### src/rtl/seq_pkg.sv
// Shared definitions for the serializer and the detector-side benches.
package seq_pkg;

  typedef enum logic {S_IDLE, S_SHIFT} ser_state_t;

  // Default word width shared with the detector-side testbench.
  localparam int SEQ_WORD_W = 8;

endpackage

### src/rtl/seq_serializer_if.sv
// Word-in / bit-out bundle between a word producer and the serializer.
interface seq_serializer_if #(
  parameter int WIDTH = 8
);
  logic [WIDTH-1:0] din;
  logic             din_valid;
  logic             din_ready;
  logic             sout;
  logic             sout_valid;
  logic             word_done;

  // Producer side: drives words, observes the serial stream.
  modport master (
    output din, din_valid,
    input  din_ready, sout, sout_valid, word_done
  );

  // Serializer side.
  modport slave (
    input  din, din_valid,
    output din_ready, sout, sout_valid, word_done
  );
endinterface

### src/rtl/seq_serializer.sv
// Parallel-to-serial front end: accepts WIDTH-bit words and shifts them out
// one bit per clock, reloading on the last bit so back-to-back words form a
// gap-free stream.
module seq_serializer
  import seq_pkg::*;
#(
  parameter int   WIDTH     = SEQ_WORD_W,
  parameter bit   MSB_FIRST = 1'b1,
  parameter logic IDLE_BIT  = 1'b0
) (
  input logic             clk,
  input logic             rst,
  seq_serializer_if.slave bus
);

  localparam int                CNT_W    = $clog2(WIDTH);
  localparam logic [CNT_W-1:0]  CNT_LAST = CNT_W'(WIDTH - 1);

  ser_state_t       state;
  ser_state_t       state_next;
  logic [WIDTH-1:0] shreg;
  logic [WIDTH-1:0] shreg_next;
  logic [WIDTH-1:0] shreg_shifted;
  logic [CNT_W-1:0] cnt;
  logic [CNT_W-1:0] cnt_next;
  logic             serial_bit;
  logic             last_bit;
  logic             accept;

  logic             ready;
  logic             sout;
  logic             sout_valid;
  logic             word_done;

  // Shift direction is fixed at elaboration; the outgoing bit is always the
  // one that the next shift discards.
  generate
    if (MSB_FIRST) begin : g_msb_first
      assign shreg_shifted = {shreg[WIDTH-2:0], 1'b0};
      assign serial_bit    = shreg[WIDTH-1];
    end else begin : g_lsb_first
      assign shreg_shifted = {1'b0, shreg[WIDTH-1:1]};
      assign serial_bit    = shreg[0];
    end
  endgenerate

  assign last_bit = (cnt == '0);
  assign accept   = bus.din_valid && ready;

  // State, shift register and bit counter; reset wins over any accept.
  always_ff @(posedge clk) begin
    if (rst) begin
      state <= S_IDLE;
      shreg <= '0;
      cnt   <= '0;
    end else begin
      state <= state_next;
      shreg <= shreg_next;
      cnt   <= cnt_next;
    end
  end

  // Next state: load on accept, otherwise shift and count down to idle.
  always_comb begin
    state_next = state;
    shreg_next = shreg;
    cnt_next   = cnt;
    case (state)
      S_IDLE: begin
        if (accept) begin
          state_next = S_SHIFT;
          shreg_next = bus.din;
          cnt_next   = CNT_LAST;
        end
      end
      S_SHIFT: begin
        if (accept) begin
          // Only possible on the last bit: seamless reload, no idle gap.
          shreg_next = bus.din;
          cnt_next   = CNT_LAST;
        end else begin
          shreg_next = shreg_shifted;
          cnt_next   = cnt - CNT_W'(1);
          if (last_bit) begin
            state_next = S_IDLE;
            cnt_next   = '0;
          end
        end
      end
      default: state_next = S_IDLE;
    endcase
  end

  // Outputs come from registers only; ready is additionally held low in reset.
  always_comb begin
    sout_valid = (state == S_SHIFT);
    sout       = (state == S_SHIFT) ? serial_bit : IDLE_BIT;
    word_done  = (state == S_SHIFT) && last_bit;
    ready      = !rst && ((state == S_IDLE) || last_bit);
  end

  assign bus.din_ready  = ready;
  assign bus.sout       = sout;
  assign bus.sout_valid = sout_valid;
  assign bus.word_done  = word_done;

endmodule
### src/flat_wrapper.sv
// flat-port wrapper written by rule: the top's interface ports become plain ports
module seq_serializer_flat import seq_pkg::*;
#(
  parameter int   WIDTH     = SEQ_WORD_W,
  parameter bit   MSB_FIRST = 1'b1,
  parameter logic IDLE_BIT  = 1'b0
)
  (clk, rst, bus_din, bus_din_valid, bus_din_ready, bus_sout, bus_sout_valid, bus_word_done);
  seq_serializer_if #(.WIDTH(WIDTH)) bus_i ();
  input logic clk;
  input logic rst;
  input wire logic [$bits(bus_i.din)-1:0] bus_din;
  input wire logic [$bits(bus_i.din_valid)-1:0] bus_din_valid;
  output wire logic [$bits(bus_i.din_ready)-1:0] bus_din_ready;
  output wire logic [$bits(bus_i.sout)-1:0] bus_sout;
  output wire logic [$bits(bus_i.sout_valid)-1:0] bus_sout_valid;
  output wire logic [$bits(bus_i.word_done)-1:0] bus_word_done;
  assign bus_i.din = bus_din;
  assign bus_i.din_valid = bus_din_valid;
  assign bus_din_ready = bus_i.din_ready;
  assign bus_sout = bus_i.sout;
  assign bus_sout_valid = bus_i.sout_valid;
  assign bus_word_done = bus_i.word_done;
  seq_serializer #(.WIDTH(WIDTH), .MSB_FIRST(MSB_FIRST), .IDLE_BIT(IDLE_BIT)) u_core (.clk(clk), .rst(rst), .bus(bus_i));
endmodule
### config.mk
export PLATFORM = sky130hd
export DESIGN_NAME = seq_serializer_flat
export DESIGN_NICKNAME = d
export VERILOG_FILES = /design/src/rtl/seq_pkg.sv /design/src/rtl/seq_serializer_if.sv /design/src/rtl/seq_serializer.sv /design/src/flat_wrapper.sv
export SDC_FILE = /design/constraint.sdc
export NUM_CORES = 1
export LEC_CHECK = 0
export CAP_MARGIN = 40
export CELL_PAD_IN_SITES_DETAIL_PLACEMENT = 0
export CELL_PAD_IN_SITES_GLOBAL_PLACEMENT = 1
export CORE_MARGIN = 2
export CORE_UTILIZATION = 38
export DETAILED_ROUTE_END_ITERATION = 6
export PLACE_DENSITY = 0.91
export SLEW_MARGIN = 20
export SYNTH_ARGS = -nofsm -noshare
export SYNTH_HDL_FRONTEND = slang
export SYNTH_SLANG_ARGS = --single-unit
export TNS_END_PERCENT = 10
### constraint.sdc
create_clock -name clk -period 1.9 [get_ports clk]
set_input_delay 0.38 -clock clk [delete_from_list [all_inputs] [get_ports clk]]
set_output_delay 0.38 -clock clk [all_outputs]
set_load 0.02 [all_outputs]
Yosys cells after proc, flatten, opt, wreduce, memory -nomap -nowiden --
Cells that the tools add are included.
Storage, ports and cells: register bits 12, input bits 11, output and inout bits 4, word-level logic and storage cells 24
Cells by class: add/sub/neg operators 1, equality and inequality tests 1, multiplexer cells 12, bitwise logic cells 1, reduce and logical (&&, ||, !) cells 6
Operator list (count):
- 8-bit two-way mux | 2
- 8-bit one-hot mux with 2 select lines | 1
- 3-bit two-way mux | 3
- 3-bit one-hot mux with 2 select lines | 1
- 1-bit two-way mux | 4
- 1-bit logical AND | 3
- 3-bit logical NOT | 1
- 3-bit by 1-bit subtractor with 3-bit output, second input constant | 1
- 2-bit by 1-bit inequality test with 1-bit output, second input constant | 1
- 1-bit one-hot mux with 2 select lines | 1
- 1-bit logical NOT | 1
- 1-bit logical OR | 1
- 1-bit inverter | 1

Logic depth before layout (Yosys ltp) --
depth in word-level cells 6, gate-level depth with buffers 5, depth with buffers taken out 3

Least setup slack after synthesis --
No wires, ideal clock.
kind flip-flop to output port, start register u_core.state, in the netlist u_core.bus.sout_valid, end output bus_word_done, data arrival time 1570 ps, required time 1520 ps, slack -50 ps, stages on the path, launching flop included 4, path buffers 2, cells stage by stage dfxtp_1 buf_4 buf_2 nor4b_1
On the way: longest elaborated chain between the ends 1
RTL lines:
- start: declaration | RTL line seq_serializer.sv:19 | ser_state_t state;
- start signal: assignment | RTL line seq_serializer.sv:57 | state <= state_next;
- 1-bit logical AND | RTL line seq_serializer.sv:98 | word_done = (state == S_SHIFT) && last_bit;
- end: declaration | RTL line flat_wrapper.sv:17 | output wire logic [$bits(bus_i.word_done)-1:0] bus_word_done;
Every way passes these cells.

Final worst setup path --
start register u_core.state, in the netlist u_core.bus.sout_valid, end output bus_sout
On the way: longest elaborated chain between the ends 1
RTL lines:
- 1-bit two-way mux | RTL line seq_serializer.sv:97 | sout = (state == S_SHIFT) ? serial_bit : IDLE_BIT;
- end: declaration | RTL line flat_wrapper.sv:15 | output wire logic [$bits(bus_i.sout)-1:0] bus_sout;
Every way passes these cells.

==> run metrics <==
Worst Tran Pin Value 0.318 ns; Final Max Slew Viols 0; row count 14; Cell Pwr Density 793 mW/mm^2; height of the chip 44.1 um; nets 87; post-synth top area share 39.3%; Setup Buffers After CTS 0; 1st-iter DRT viols 10; TritonCTS clock tree yes; max-cap viol count 0; layout cells sized above 1 16.0%; HP Class reg -> reg; Core ar. 0.00151 mm^2; final core occ 53.1%; TritonCTS Buffers 3; H-Tree Depth 1; Post-Syn Area 612 um^2; synthesized net count 71; crit-path cells and2_1 > clkdlybuf4s50_1; syn avg cell area 10.2 um^2; Hold-fix buffers, CTS 0; crit path DAT 1.42 ns; CTS Buffer Depth 2; DRC Markers 0; DIE AREA 0.00195 mm^2; design area 800 um^2; number of fill cells 136; dpl hpwl 847 um; Die Width 44.1 um; Gate Count Post-Synth 60; grt total ovfl 0; via/cell ratio 5.71; Final ANT Viol Nets 0; worst-skew pair later-pin latency 0.26 ns; Synth area leader dfxtp_1; pre-CTS WS 0.00265 ns; Worst Setup Start Kind flip-flop; WL per Instance 13.1 um; 1st-pass router iterations 4; CP required 1.52 ns; vias in the first global route 475; CP Class reg -> out; status completed; sequential area share after synthesis 39.3%; crit path capture type primary output; Pleak 0.299 nW; Vias 520; period utilization 94.6%; Rel. slew slack 78.8%; largest cells by area after synthesis dfxtp_1 39%, mux2i_1 13%, o221a_1 13%; setup TNS 0 ns; most common cell after layout, fill and taps aside clkdlybuf4s50_1; Synth cell types 22; Peak VDD IR 0.311 mV; initial antenna violation count 0; first-pass GRT wire length 2050 um; clk sinks 12; Worst Clk Skew 0.000811 ns; Buf/Inv on CP 1; Crit path max-delay family buffers and inverters; Tmin final 1.80 ns; WL final 1190 um; final hold slack 0.566 ns; total global-route track usage 14.5%; most frequent cells in the layout 12 x clkdlybuf4s50_1, 11 x dfxtp_1, 10 x a21oi_1; CP max stage cell clkdlybuf4s50_1; Final Hold Viols 0; slowest cell delay on critical path 0.59 ns; Yosys warning count 0; gp weighted congestion 0.741; clock root buffer clkbuf_4; IO Port Bufs 14; highest clock rate 556 MHz; flops & latches, synth 12; Crit Path Max Fanout 7; IO Pins 15; # diodes 0; Final WS setup 0.102 ns; Placed Area 764 um^2; largest net degree at the start of global routing 13; RSZ-0062 raised after global routing no; final setup vio count 0; Initial Util 40.6%; Reg clk slew, reported paths 0.08 ns; Layout area overhead 30.7%
==> area by class of cell <==
| type | count | area, um^2 | area share [%] |
|---|---|---|---|
| Sequential cell | 12 | 241 | 30.2 |
| Multi-Input combinational cell | 41 | 338 | 42.3 |
| Timing Repair Buffer | 17 | 160 | 20.0 |
| Tap cell | 16 | 20.0 | 2.50 |
| Clock buffer | 4 | 36.3 | 4.54 |
| Inverter | 1 | 3.75 | 0.469 |
==> through the flow <==
step	instances	power (mW)
after floorplan	60	0.396
after global placement	87	0.439
after detailed placement	87	0.442
after CTS	91	0.642
after global routing	91	0.668
final	91	0.634
==> repair_timing <==
item,CTS,global route
resized for setup,3,0
endpoints found under the hold margin,0,0
setup endpoints to repair,3,0
==> report_power, final <==
| group | internal [mW] | switching (mW) |
|---|---|---|
| registers | 0.276 | 0.0302 |
| logic | 0.0724 | 0.0556 |
| clock network | 0.116 | 0.0842 |
==> synth_stat cells (all sizes together) <==
library cell  number
a311oi             1
dfxtp             12
o31ai              1
nand2              1
nand4b             1
buf                4
nor4b              1
a211oi             2
or2                1
mux2i              8
o221a              7
nor2               2
a21oi             10
and2               1
a221oi             1
o21ai              2
nor2b              1
inv                1
xor2               1
clkbuf             2
==> cells by family after synthesis <==
family / Yosys count / share of synthesized area [%]
flops: 12 / 39.3
buf+inv: 7 / 6.54
compound gates: 24 / 31.5
xor+xnor: 1 / 1.43
simple gates: 8 / 8.18
mux: 8 / 13.1
==> flip-flops by register name (all words and copies together) (netlist names) <==
signal                 count
u_core.shreg               8
u_core.bus.sout_valid      1
u_core.cnt                 3
==> metal layers <==
layer | up-vias | global-route usage [%] | wire, um
li1 | 265 | - | -
met5 | - | 0 | 0
met4 | 0 | 7.27 | 19
met2 | 12 | 22.6 | 551
met1 | 241 | 18.4 | 578
met3 | 2 | 3.67 | 44
==> path summary, 6_finish.rpt <==
path                         startpoint              end  slack (ns)  depth (start not counted)
hold / removal          u_core.shreg[1]  u_core.shreg[2]        0.57                          1
hold reg to reg         u_core.shreg[1]  u_core.shreg[2]        0.57                          1
setup / recovery  u_core.bus.sout_valid         bus_sout        0.10                          2
setup reg to reg          u_core.cnt[2]  u_core.shreg[4]        0.54                          4
Power figures use the tool's default switching activity.
